### src/rtl/vga_sync_receiver.sv
// vga_sync_receiver
//
// Receive end of the VGA video path. Samples the sync/colour stream coming
// from the pixel generator, rebuilds the horizontal and vertical pixel
// position of every sample, checks line and frame timing, and hands out
// visible pixels together with their coordinates.
//
// Ports
//   CLK_IN       pixel clock, one pixel per rising edge
//   RST_N        asynchronous active-low reset
//   H_SYNC       horizontal sync, active low
//   V_SYNC       vertical sync, active low
//   R, G, B      pixel colour bits
//   PIX_VALID    PIX_X/PIX_Y/PIX_RGB carry a visible pixel (locked only)
//   PIX_X        visible column
//   PIX_Y        visible row
//   PIX_RGB      {R,G,B} of that pixel
//   FRAME_START  one-cycle pulse on every frame restart
//   LOCKED       a full frame has been verified and no error seen since
//   LINE_ERR     one-cycle pulse on a horizontal timing violation
//   FRAME_ERR    one-cycle pulse on a vertical timing violation
//
// All outputs are registered on the edge after the sample enters the input
// stage, so they stay mutually aligned.

module vga_sync_receiver #(
   parameter int H_SYNC_W  = 96,
   parameter int H_BACK    = 48,
   parameter int H_VISIBLE = 640,
   parameter int H_TOTAL   = 800,
   parameter int V_SYNC_W  = 2,
   parameter int V_BACK    = 33,
   parameter int V_VISIBLE = 480,
   parameter int V_TOTAL   = 525
) (
   input  logic       CLK_IN,
   input  logic       RST_N,
   input  logic       H_SYNC,
   input  logic       V_SYNC,
   input  logic       R,
   input  logic       G,
   input  logic       B,
   output logic       PIX_VALID,
   output logic [9:0] PIX_X,
   output logic [9:0] PIX_Y,
   output logic [2:0] PIX_RGB,
   output logic       FRAME_START,
   output logic       LOCKED,
   output logic       LINE_ERR,
   output logic       FRAME_ERR
);

   localparam logic [10:0] H_LAST      = 11'(H_TOTAL - 1);
   localparam logic [10:0] H_SYNC_LAST = 11'(H_SYNC_W - 1);
   localparam logic [10:0] H_WIN_LO    = 11'(H_SYNC_W + H_BACK);
   localparam logic [10:0] H_WIN_HI    = 11'(H_SYNC_W + H_BACK + H_VISIBLE);
   localparam logic [10:0] H_MAX       = 11'h7FF;
   localparam logic [9:0]  V_LAST      = 10'(V_TOTAL - 1);
   localparam logic [9:0]  V_WIN_LO    = 10'(V_SYNC_W + V_BACK);
   localparam logic [9:0]  V_WIN_HI    = 10'(V_SYNC_W + V_BACK + V_VISIBLE);
   localparam logic [9:0]  V_MAX       = 10'h3FF;

   typedef enum logic [1:0] {
      STATE_SEARCH,
      STATE_ACQUIRE,
      STATE_LOCKED
   } syncState_t;

   syncState_t  state;
   syncState_t  stateNext;

   logic        s1Hs;
   logic        s1Vs;
   logic        s1R;
   logic        s1G;
   logic        s1B;
   logic        s2Hs;
   logic        s2Vs;

   logic [10:0] hPos;
   logic [9:0]  vPos;
   logic        vPend;

   logic        hsFall;
   logic        hsRise;
   logic        vsFall;
   logic        restart;
   logic        checking;
   logic        lineErrNow;
   logic        frameErrNow;
   logic        inWindow;
   logic [10:0] hNext;
   logic [9:0]  vNext;

   // Input stage. S1 captures the raw pins every edge and S2 keeps the
   // previous sync values so edges can be detected. The sync registers come
   // out of reset high (inactive) so that releasing reset while the pins are
   // idle never looks like a falling edge.
   always_ff @(posedge CLK_IN or negedge RST_N) begin
      if (!RST_N) begin
         s1Hs <= 1'b1;
         s1Vs <= 1'b1;
         s1R  <= 1'b0;
         s1G  <= 1'b0;
         s1B  <= 1'b0;
         s2Hs <= 1'b1;
         s2Vs <= 1'b1;
      end else begin
         s1Hs <= H_SYNC;
         s1Vs <= V_SYNC;
         s1R  <= R;
         s1G  <= G;
         s1B  <= B;
         s2Hs <= s1Hs;
         s2Vs <= s1Vs;
      end
   end

   // Edge detection and the position the sample now sitting in S1 will get.
   // hPos/vPos always describe the sample that has moved on to S2, so the
   // checks look at the current hPos/vPos (the line just finished) while the
   // pixel outputs use hNext/vNext (the sample being emitted). A frame
   // restart is the first hsync fall after a vsync fall, including the case
   // where both fall together.
   always_comb begin
      hsFall  = s2Hs & ~s1Hs;
      hsRise  = ~s2Hs & s1Hs;
      vsFall  = s2Vs & ~s1Vs;
      restart = hsFall & (vPend | vsFall);

      hNext = hPos;
      if (hsFall) begin
         hNext = 11'd0;
      end else if (hPos != H_MAX) begin
         hNext = hPos + 11'd1;
      end

      vNext = vPos;
      if (restart) begin
         vNext = 10'd0;
      end else if (hsFall && (vPos != V_MAX)) begin
         vNext = vPos + 10'd1;
      end

      inWindow = (hNext >= H_WIN_LO) && (hNext < H_WIN_HI) &&
                 (vNext >= V_WIN_LO) && (vNext < V_WIN_HI);
   end

   // Timing checks. Only armed once a restart has been seen. The missing
   // hsync check fires on the single step from the last legal position to
   // one past it, and hPos only passes that value once per line, so a long
   // gap reports exactly one error.
   always_comb begin
      checking = (state != STATE_SEARCH);

      lineErrNow = checking &&
                   ((hsFall && (hPos != H_LAST)) ||
                    (hsRise && (hPos != H_SYNC_LAST)) ||
                    (!hsFall && (hPos == H_LAST)));

      frameErrNow = checking &&
                    ((restart && (vPos != V_LAST)) ||
                     (hsFall && !restart && (vPos == V_LAST)));
   end

   // Lock state machine next state. Any error, line or frame, drops back to
   // searching; a clean restart promotes acquire to locked, so locking takes
   // two restarts from search.
   always_comb begin
      stateNext = state;
      case (state)
         STATE_SEARCH: begin
            if (restart) begin
               stateNext = STATE_ACQUIRE;
            end
         end
         STATE_ACQUIRE: begin
            if (lineErrNow || frameErrNow) begin
               stateNext = STATE_SEARCH;
            end else if (restart) begin
               stateNext = STATE_LOCKED;
            end
         end
         STATE_LOCKED: begin
            if (lineErrNow || frameErrNow) begin
               stateNext = STATE_SEARCH;
            end
         end
         default: begin
            stateNext = STATE_SEARCH;
         end
      endcase
   end

   // Position counters, state register and all registered outputs. LOCKED
   // and PIX_VALID follow the next state so that they change on the same
   // edge as the pulse that caused the transition.
   always_ff @(posedge CLK_IN or negedge RST_N) begin
      if (!RST_N) begin
         state       <= STATE_SEARCH;
         hPos        <= 11'd0;
         vPos        <= 10'd0;
         vPend       <= 1'b0;
         PIX_VALID   <= 1'b0;
         PIX_X       <= 10'd0;
         PIX_Y       <= 10'd0;
         PIX_RGB     <= 3'd0;
         FRAME_START <= 1'b0;
         LOCKED      <= 1'b0;
         LINE_ERR    <= 1'b0;
         FRAME_ERR   <= 1'b0;
      end else begin
         state <= stateNext;
         hPos  <= hNext;
         vPos  <= vNext;
         if (restart) begin
            vPend <= 1'b0;
         end else if (vsFall) begin
            vPend <= 1'b1;
         end
         FRAME_START <= restart;
         LINE_ERR    <= lineErrNow;
         FRAME_ERR   <= frameErrNow;
         LOCKED      <= (stateNext == STATE_LOCKED);
         PIX_VALID   <= (stateNext == STATE_LOCKED) && inWindow;
         PIX_X       <= 10'(hNext - H_WIN_LO);
         PIX_Y       <= vNext - V_WIN_LO;
         PIX_RGB     <= {s1R, s1G, s1B};
      end
   end

endmodule
### config.mk
export PLATFORM = sky130hd
export DESIGN_NAME = vga_sync_receiver
export DESIGN_NICKNAME = d
export VERILOG_FILES = /design/src/rtl/vga_sync_receiver.sv
export SDC_FILE = /design/constraint.sdc
export NUM_CORES = 1
export LEC_CHECK = 0
export ABC_CLOCK_PERIOD_IN_PS = 3000
export BUFFER_PORTS_ARGS = -buffer_cell sky130_fd_sc_hd__buf_2
export CORE_ASPECT_RATIO = 0.6
export CORE_MARGIN = 5
export CORE_UTILIZATION = 54
export CTS_BUF_LIST = sky130_fd_sc_hd__clkbuf_4
export DETAILED_ROUTE_END_ITERATION = 16
export PLACE_DENSITY = 0.88
export SLEW_MARGIN = 0
export SYNTH_ARGS = -nofsm -noshare
export SYNTH_HDL_FRONTEND = slang
export SYNTH_SLANG_ARGS = --single-unit
export TNS_END_PERCENT = 1
### constraint.sdc
create_clock -name CLK_IN -period 3 [get_ports CLK_IN]
set_clock_uncertainty 0.2 [all_clocks]
set_input_delay 0 -clock CLK_IN [delete_from_list [all_inputs] [get_ports CLK_IN]]
set_output_delay 0 -clock CLK_IN [all_outputs]
set_load 0.01 [all_outputs]
==> results.py, run 1 <==
metrics = {
    "synthesis": {
        "async_flop_share_pct": 100,
        "synth_cell_types": 62,
        "synth_commonest_cells": "dfrtp_1, nor2_1, inv_1",
        "synth.most_common_cell": "dfrtp_1",
        "yosys_warnings": 0,
        "synth-seq-cells": 55,
        "synth_area_leader_cell": "dfrtp_1",
        "synth.top_cell.area_share_pct": 45.6,
        "syn-cell-area_mm2": 0.00280,
        "synthCells": 264,
        "synth_ff_type": "dfrtp_1",
        "synthesis.nets": 277,
        "synth_seq_area_share_pct": 49.3,
        "postSynthAreaPerCell_um2": 10.6,
        "synth_edf_count": 0,
        "netlist_top_cells_area": "dfrtp_1, dfstp_2, xor2_1",
    },
    "detailed_routing": {
        "antenna_left": 0,
        "dr.pass1.iters": 5,
        "route.detailed.drc": 0,
        "drt_wl_total_um": 6550,
        "wl_per_cell_um": 17.0,
        "vias_per_cell": 6.00,
        "drt_iter0_markers": 286,
        "num_vias": 2310,
    },
    "floorplanning": {
        "die_x_um": 103,
        "die_height_um": 65.8,
        "start_util_pct": 55.4,
        "rows": 20,
        "die-area_mm2": 0.00678,
        "io_pins": 35,
        "core_mm2": 0.00505,
    },
    "sta": {
        "hold_viol": 0,
        "relSlewSlack_pct": 33.3,
        "period_share_pct": 94.6,
        "setup_ws_ns": 0.162,
        "max_freq_ghz": 0.352,
        "fin_crit_ns": 2.84,
        "setup_viol_count_final": 0,
        "rsz0062_at_grt": "false",
        "slew_viol_final": 0,
        "setup_tns_ns": 0,
        "worst_pin_slew_ns": 1.00,
    },
    "final_layout": {
        "nets": 331,
        "area_delta_synth_final_pct": 17.2,
        "multi_input_area_mm2": 0.00129,
        "regArea_mm2": 0.00138,
        "num-fill-cells": 408,
        "antenna_cells": 0,
        "drive_gt1_share_pct": 26.0,
    },
    "placement": {
        "gp_congestion": 0.995,
        "dp_hpwl_um": 4810,
        "post-place-ws_ns": 0.0373,
        "port_buffers": 34,
    },
    "clock_network": {
        "numCtsBuffers": 5,
        "cts-root-buf": "clkbuf_4",
        "insertion_delay_ns": 0.39,
        "cts.htree.levels": 2,
        "cts_sinks": 55,
        "tritoncts": "built",
        "clk_pin_slew_ns": 0.16,
        "cts_buffer_depth": 2,
    },
    "grt": {
        "first_global_vias": 2088,
        "grt_pass1_wl_um": 10600,
        "grt_max_degree": 48,
        "antenna_found_initial": 0,
        "track_usage_pct": 20.7,
        "grt_remaining_overflow": 0,
    },
    "worst_setup_path": {
        "endpoint_kind": "flop",
        "worstPathArrival_ns": 2.94,
        "path_max_fanout": 14,
        "worstSetupPathType": "reg -> reg",
        "crit_required_ns": 3.10,
        "cp-start-kind": "flop",
    },
    "power": {
        "power_density_mw_per_mm2": 524,
        "irDropWorstVdd_v": 0.000317,
        "p_leak_nw": 1.50,
    },
    "status": {
        "status": "completed",
    },
    "worst_hold_path": {
        "hold_path.class": "in -> reg",
    },
    "job": {
        "drv_cap": 0,
    },
}
## area by class of cell
cell class / instances / area share (%)
timing repair buffer: 61 / 11.8
multi-input combinational: 180 / 39.4
sequential: 55 / 42.1
tap: 66 / 2.51
inverter: 15 / 1.71
clock inverter: 2 / 1.18
clock buffer: 6 / 1.37
## cells by family after synthesis
family	share of synthesized area, %
buffers and inverters	5.27
AND/OR/NAND/NOR	20.1
multiplexers	1.43
XOR/XNOR	5.32
AO/OA/AOI/OAI	15.9
flip-flops	49.3
adder cells (fa/ha/maj)	2.68
## power by group
part | internal (mW) | switching [mW] | leakage [nW] | total [mW]
clock | 0.188 | 0.237 | 0.0463 | 0.426
sequential | 0.822 | 0.0592 | 0.664 | 0.881
combinational | 0.176 | 0.239 | 0.791 | 0.415
total | 1.19 | 0.535 | 1.50 | 1.72
## cell usage in the layout (no fill, tap or decap), types with 2 or more instances in the layout
cell type,Yosys,routed
a211o_1,2,2
a211oi_1,8,8
a21oi_1,10,10
a22oi_1,2,2
a31oi_1,5,5
a41oi_1,2,2
and2_1,4,4
and3_1,5,5
and4_1,3,3
and4b_1,2,2
buf_2,4,34
buf_4,5,21
clkbuf_4,0,6
dfrtp_1,51,51
dfstp_2,4,4
dlygate4sd3_1,0,6
ha_1,6,5
inv_1,14,14
mux2i_1,4,2
mux2i_2,0,2
nand2_1,13,13
nand2b_1,5,5
nand3_1,8,8
nand4_1,8,8
nor2_1,19,18
nor2b_1,5,4
nor3_1,3,3
nor4_1,5,5
o211ai_1,4,4
o21ai_0,4,4
o31ai_1,2,2
or3_1,3,3
or4_1,3,3
xnor2_1,8,8
xor2_1,9,9
## repair_timing
action | in CTS | in global routing
setup buffers | 1 | 1
setup endpoints to repair | 1 | 2
gates cloned | 0 | 0
hold buffers | 6 | 0
hold endpoints to repair | 47 | 0
resized for setup | 0 | 6
pin swaps | 0 | 1
## state kept, by name (all words and copies together), names as in the netlist, 2 cells and up
register and flops:
vPos 10, PIX_X 6, PIX_Y 10, state 2
hPos 11, PIX_RGB 3
## metal layers
metal	vias up	track usage, %	wire length, µm
met4	0	6.95	119
met2	130	25.6	2540
met3	14	6.64	692
li1	1081	-	-
met5	-	0	0
met1	1085	32.9	3200
## critical path, cell delays in order, from the launching register on
cell      delay, ns
dfstp_2        0.62
nor2b_2        0.23
buf_4          0.25
o21ai_2        0.18
inv_2          0.20
a211oi_1       0.14
a211o_1        0.31
o41a_1         0.38
nor4_1         0.24
## worst paths after layout
check / slack [ns] / from / cells after the start / end
min in group asynchronous: 0.10 / RST_N / 2 / hPos[7]
max: 0.16 / s2Hs / 8 / PIX_VALID
min: 0.03 / V_SYNC / 2 / s1Vs
min reg2reg: 0.18 / s1B / 0 / PIX_RGB[0]
max in group asynchronous: 1.81 / RST_N / 3 / PIX_Y[2]
max reg2reg: 0.16 / s2Hs / 8 / PIX_VALID
## stage by stage
step | power [mW] | utilization [%] | area, µm² | hold slack [ns] | cells
floorplan | 1.16 | - | 2800 | -0.496 | 264
global placement | 1.28 | 61.4 | 3110 | -0.0948 | 369
detailed placement | 1.29 | 61.4 | 3110 | -0.0938 | 369
CTS | 1.73 | 64.4 | 3260 | 0.0167 | 384
global route | 1.82 | 65.0 | 3280 | 0.0103 | 385
finish | 1.72 | 65.0 | 3280 | 0.0336 | 385
(Power assumes the default switching activity.)
==> run 2, diff against run 1 <==
--- a/config.mk
+++ b/config.mk
@@ -6,13 +6,13 @@
 export NUM_CORES = 1
 export LEC_CHECK = 0
 export ABC_CLOCK_PERIOD_IN_PS = 3000
-export BUFFER_PORTS_ARGS = -buffer_cell sky130_fd_sc_hd__buf_2
 export CORE_ASPECT_RATIO = 0.6
 export CORE_MARGIN = 5
-export CORE_UTILIZATION = 54
-export CTS_BUF_LIST = sky130_fd_sc_hd__clkbuf_4
+export CORE_UTILIZATION = 57
+export CTS_BUF_LIST = sky130_fd_sc_hd__clkbuf_16
 export DETAILED_ROUTE_END_ITERATION = 16
-export PLACE_DENSITY = 0.88
+export DONT_BUFFER_PORTS = 1
+export PLACE_DENSITY = 0.85
 export SLEW_MARGIN = 0
 export SYNTH_ARGS = -nofsm -noshare
 export SYNTH_HDL_FRONTEND = slang
==> results.py, run 2 (synthesis gave the netlist of run 1 again) <==
metrics = {
    "final_layout": {
        "layout_common_cells": "dfrtp_1, buf_4, nor2_1",
        "final_common_cell": "dfrtp_1",
        "largest_reg_flops": 11,
        "final_util_pct": 69.4,
        "num-fill-cells": 335,
        "area_delta_synth_final_pct": 15.5,
        "drive_gt1_share_pct": 18.7,
        "top_register": "hPos",
        "reg.largest.list": "hPos: 11 flops, PIX_Y: 10 flops, vPos: 10 flops",
        "nets": 296,
        "antenna_cells": 0,
    },
    "grt": {
        "track_usage_pct": 21.8,
        "antenna_found_initial": 0,
        "grt_pass1_wl_um": 10800,
        "first_global_vias": 2087,
        "grt_remaining_overflow": 0,
        "grt_max_degree": 56,
    },
    "sta": {
        "relSlewSlack_pct": 56.3,
        "setup_viol_count_final": 0,
        "setup_ws_ns": 0.129,
        "setup_tns_ns": 0,
        "worst_pin_slew_ns": 0.656,
        "slew_viol_final": 0,
        "fin_crit_ns": 2.87,
        "hold_viol": 0,
        "period_share_pct": 95.7,
        "max_freq_ghz": 0.348,
        "timing.hold.ws_ns": 0.0114,
    },
    "clock_network": {
        "tritoncts": "built",
        "cts-root-buf": "clkbuf_16",
        "cts_buffer_depth": 2,
        "cts.htree.levels": 2,
        "cts_sinks": 55,
        "insertion_delay_ns": 0.29,
        "clk_pin_slew_ns": 0.07,
        "numCtsBuffers": 5,
    },
    "floorplanning": {
        "rows": 19,
        "core_mm2": 0.00466,
        "die_height_um": 64.3,
        "die_x_um": 101,
        "die-area_mm2": 0.00646,
        "io_pins": 35,
        "start_util_pct": 60.1,
    },
    "worst_setup_path": {
        "cp-start-kind": "flop",
        "slowest_stage": "dfrtp_2",
        "path_max_fanout": 6,
        "worstSetupPathType": "reg -> reg",
        "worst-path-buf-inv": 1,
        "max_stage_delay_ns": 0.43,
        "worstPathCellList": "nand4_1, nor2_2, nand2_1, and3_1, mux2i_2, inv_2, ha_4, or3_4, o41a_1, nor4_2",
        "crit_required_ns": 2.99,
        "cp_top_family": "simple AND/OR/NAND/NOR gates",
        "endpoint_kind": "flop",
        "worstPathArrival_ns": 2.86,
    },
    "placement": {
        "port_buffers": 0,
        "dp_hpwl_um": 4530,
        "gp_congestion": 0.954,
        "post-place-ws_ns": 0.0865,
    },
    "detailed_routing": {
        "drt_wl_total_um": 6520,
        "drt_iter0_markers": 278,
        "dr.pass1.iters": 5,
        "vias_per_cell": 6.52,
        "wl_per_cell_um": 18.8,
        "route.detailed.drc": 0,
        "antenna_left": 0,
        "num_vias": 2263,
    },
    "power": {
        "power_density_mw_per_mm2": 598,
        "irDropWorstVdd_v": 0.000367,
        "report.power.total_mw": 1.93,
        "p_leak_nw": 1.41,
    },
    "status": {
        "status": "completed",
    },
    "job": {
        "drv_cap": 0,
    },
    "worst_hold_path": {
        "hold_path.class": "in -> async",
    },
}
-- run 2: path summary, 6_finish.rpt --
check,start,endpoint,slack [ns],cells past startpoint
worst min-delay path,RST_N,hPos[0],0.01,2
max in group asynchronous,RST_N,s2Hs,2.32,2
worst min register to register,s1R,PIX_RGB[2],0.15,0
worst max register to register,vPos[6],PIX_VALID,0.13,10
min in group CLK_IN,H_SYNC,s1Hs,0.05,1
worst max-delay path,vPos[6],PIX_VALID,0.13,10
-- run 2: routing by layer --
layer	GRT usage, %	vias up	wire [µm]
met3	6.20	12	751
met4	5.55	0	93
li1	-	1003	-
met2	29.0	131	2610
met5	0	-	0
met1	34.3	1117	3060
-- run 2: through the flow --
step	cell area (µm²)	instances
detailed placement	2920	330
CTS	3170	345
global route	3240	347
finish	3240	347
global placement	2920	330
floorplan	2800	264
-- run 2: timing repair --
action	in CTS	in global routing
setup endpoints to repair	0	2
hold endpoints to repair	60	0
setup buffers	0	2
gates resized for setup	0	15
hold buffers	7	0
-- run 2: area by class of cell --
type / count / area, µm² / share of cell area (%)
tap: 63 / 78.8 / 2.44
clock buffer: 5 / 125 / 3.87
inverter: 15 / 58.8 / 1.82
multi-input combinational: 180 / 1320 / 40.7
clock inverter: 3 / 42.5 / 1.31
timing repair buffer: 26 / 230 / 7.12
sequential: 55 / 1380 / 42.8
-- run 2: power breakdown --
group / total (mW) / internal (mW) / switching, mW
sequential: 0.909 / 0.823 / 0.0855
combinational: 0.361 / 0.152 / 0.209
clock: 0.665 / 0.394 / 0.271
total: 1.93 / 1.37 / 0.565
-- run 2: worst register-to-register path, cell delays in order, from the launching register on --
cell	delay, ns
dfrtp_2	0.43
nand4_1	0.20
nor2_2	0.19
nand2_1	0.07
and3_1	0.21
mux2i_2	0.21
inv_2	0.08
ha_4	0.18
or3_4	0.40
o41a_1	0.33
nor4_2	0.28
==> run 3, diff against run 2 <==
--- a/config.mk
+++ b/config.mk
@@ -5,14 +5,14 @@
 export SDC_FILE = /design/constraint.sdc
 export NUM_CORES = 1
 export LEC_CHECK = 0
-export ABC_CLOCK_PERIOD_IN_PS = 3000
+export ABC_CLOCK_PERIOD_IN_PS = 3400
 export CORE_ASPECT_RATIO = 0.6
 export CORE_MARGIN = 5
-export CORE_UTILIZATION = 57
+export CORE_UTILIZATION = 68
 export CTS_BUF_LIST = sky130_fd_sc_hd__clkbuf_16
 export DETAILED_ROUTE_END_ITERATION = 16
 export DONT_BUFFER_PORTS = 1
-export PLACE_DENSITY = 0.85
+export PLACE_DENSITY = 0.94
 export SLEW_MARGIN = 0
 export SYNTH_ARGS = -nofsm -noshare
 export SYNTH_HDL_FRONTEND = slang
==> constraint.sdc (replaced) <==
create_clock -name CLK_IN -period 3.4 [get_ports CLK_IN]
set_clock_uncertainty 0.2 [all_clocks]
set_input_delay 0.34 -clock CLK_IN [delete_from_list [all_inputs] [get_ports CLK_IN]]
set_output_delay 0.34 -clock CLK_IN [all_outputs]
set_load 0.01 [all_outputs]
==> results.py, run 3 (synthesis gave the netlist of run 1 again) <==
metrics = {
    "final_layout": {
        "nets": 280,
        "reg.largest.list": "hPos: 11 flops, PIX_Y: 10 flops, vPos: 10 flops",
        "area_delta_synth_final_pct": 9.20,
        "drive_gt1_share_pct": 10.4,
        "antenna_cells": 0,
        "top_register": "hPos",
        "largest_reg_flops": 11,
        "final_common_cell": "dfrtp_1",
        "layout_common_cells": "dfrtp_1, nor2_1, inv_1",
        "final_area_mm2": 0.00306,
    },
    "grt": {
        "grt_remaining_overflow": 0,
        "grt_max_degree": 56,
        "first_global_vias": 1994,
        "track_usage_pct": 24.5,
        "antenna_found_initial": 0,
        "grt_pass1_wl_um": 10400,
    },
    "sta": {
        "fin_crit_ns": 3.15,
        "setup_tns_ns": 0,
        "rsz0062_at_grt": "false",
        "period_share_pct": 92.6,
        "hold_viol": 0,
        "setup_viol_count_final": 0,
        "max_freq_ghz": 0.318,
        "worst_pin_slew_ns": 0.800,
        "relSlewSlack_pct": 46.3,
        "slew_viol_final": 0,
    },
    "floorplanning": {
        "io_pins": 35,
        "core_mm2": 0.00405,
        "die_x_um": 92.9,
        "die_height_um": 59.7,
        "die-area_mm2": 0.00555,
        "start_util_pct": 69.1,
        "rows": 18,
    },
    "clock_network": {
        "tritoncts": "built",
        "cts_sinks": 55,
        "cts_buffer_depth": 2,
        "insertion_delay_ns": 0.28,
        "cts-root-buf": "clkbuf_16",
        "clk_pin_slew_ns": 0.06,
        "post_cts_buffers": 0,
        "numCtsBuffers": 5,
        "cts.htree.levels": 2,
    },
    "worst_setup_path": {
        "cp-start-kind": "flop",
        "path_max_fanout": 6,
        "worstPathCellList": "ha_2, nand3_1, nor2_2, nand2_1, and3_1, mux2i_1, inv_1, ha_1, or3_4, o41a_1, nor4_2",
        "worstPathArrival_ns": 3.14,
        "endpoint_kind": "flop",
        "worstSetupPathType": "reg -> reg",
        "crit_required_ns": 3.39,
        "max_stage_delay_ns": 0.44,
        "slowest_stage": "dfrtp_1",
    },
    "placement": {
        "port_buffers": 0,
        "gp_congestion": 0.897,
        "dp_hpwl_um": 4360,
        "place_area_mm2": 0.00280,
    },
    "detailed_routing": {
        "num_vias": 2090,
        "vias_per_cell": 6.57,
        "wl_per_cell_um": 19.6,
        "dr.pass1.iters": 6,
        "drt_wl_total_um": 6250,
        "route.detailed.drc": 0,
        "antenna_left": 0,
        "drt_iter0_markers": 254,
    },
    "status": {
        "status": "completed",
    },
    "job": {
        "drv_cap": 0,
    },
    "power": {
        "report.power.total_mw": 1.63,
        "p_leak_nw": 1.33,
        "irDropWorstVdd_v": 0.000314,
        "power_density_mw_per_mm2": 533,
    },
    "worst_hold_path": {
        "hold_path.class": "reg -> reg",
    },
}
[run 3: layout make-up]
class,instances,area (µm²)
clock buffers,5,125
multi-input cells,180,1280
flip-flops and latches,55,1380
clock inverters,3,37.5
repair buffers,10,110
inverters,15,56.3
fillers,286,995
well taps,50,62.6
[run 3: timing repair]
| item | CTS | global route |
|---|---|---|
| gates resized for setup | 0 | 5 |
| hold buffers | 7 | 0 |
| endpoints found under the hold margin | 60 | 0 |
| setup endpoints to repair | 0 | 2 |
[run 3: worst paths after layout]
| check | startpoint | end | slack (ns) | cells past startpoint |
|---|---|---|---|---|
| setup / recovery | vPos[1] | PIX_VALID | 0.25 | 11 |
| hold / removal | s1R | PIX_RGB[2] | 0.15 | 0 |
| hold reg to reg | s1R | PIX_RGB[2] | 0.15 | 0 |
| setup reg to reg | vPos[1] | PIX_VALID | 0.25 | 11 |
| min in group asynchronous | RST_N | hPos[0] | 0.36 | 2 |
| max in group asynchronous | RST_N | s1Vs | 2.37 | 2 |
[run 3: metal layers]
layer  track usage (%)  share of wire [%]  up-vias
li1                  -                  -      980
met1              36.9                 48      987
met2              34.6                 40      116
met3              8.18                 11        7
met4              5.22               0.85        0
met5                 0                  0        -
[run 3: power by group]
group	total [mW]	internal, mW	switching, mW
sequential	0.829	0.727	0.102
clock	0.550	0.342	0.208
combinational	0.251	0.106	0.145
total	1.63	1.17	0.455
[run 3: stage by stage]
step           cells  util [%]  setup slack [ns]  hold slack [ns]
2_1_floorplan    264         -             0.506           -0.156
3_3_place_gp     303      69.0             0.237           -0.154
3_5_place_dp     303      69.0             0.155           -0.154
4_1_cts          318      75.1             0.107            0.149
5_1_grt          318      75.5            0.0278            0.154
6_report         318      75.5             0.251            0.148
[run 3: critical path: cells and delay by family (launching register included)]
kind                       cells  cell delay, ns
muxes                          1            0.18
AOI/OAI and AO/OA              1            0.33
DFF                            1            0.44
and+or+nand+nor                6            1.31
buffers and inverters          1            0.08
adders and majority gates      2            0.52
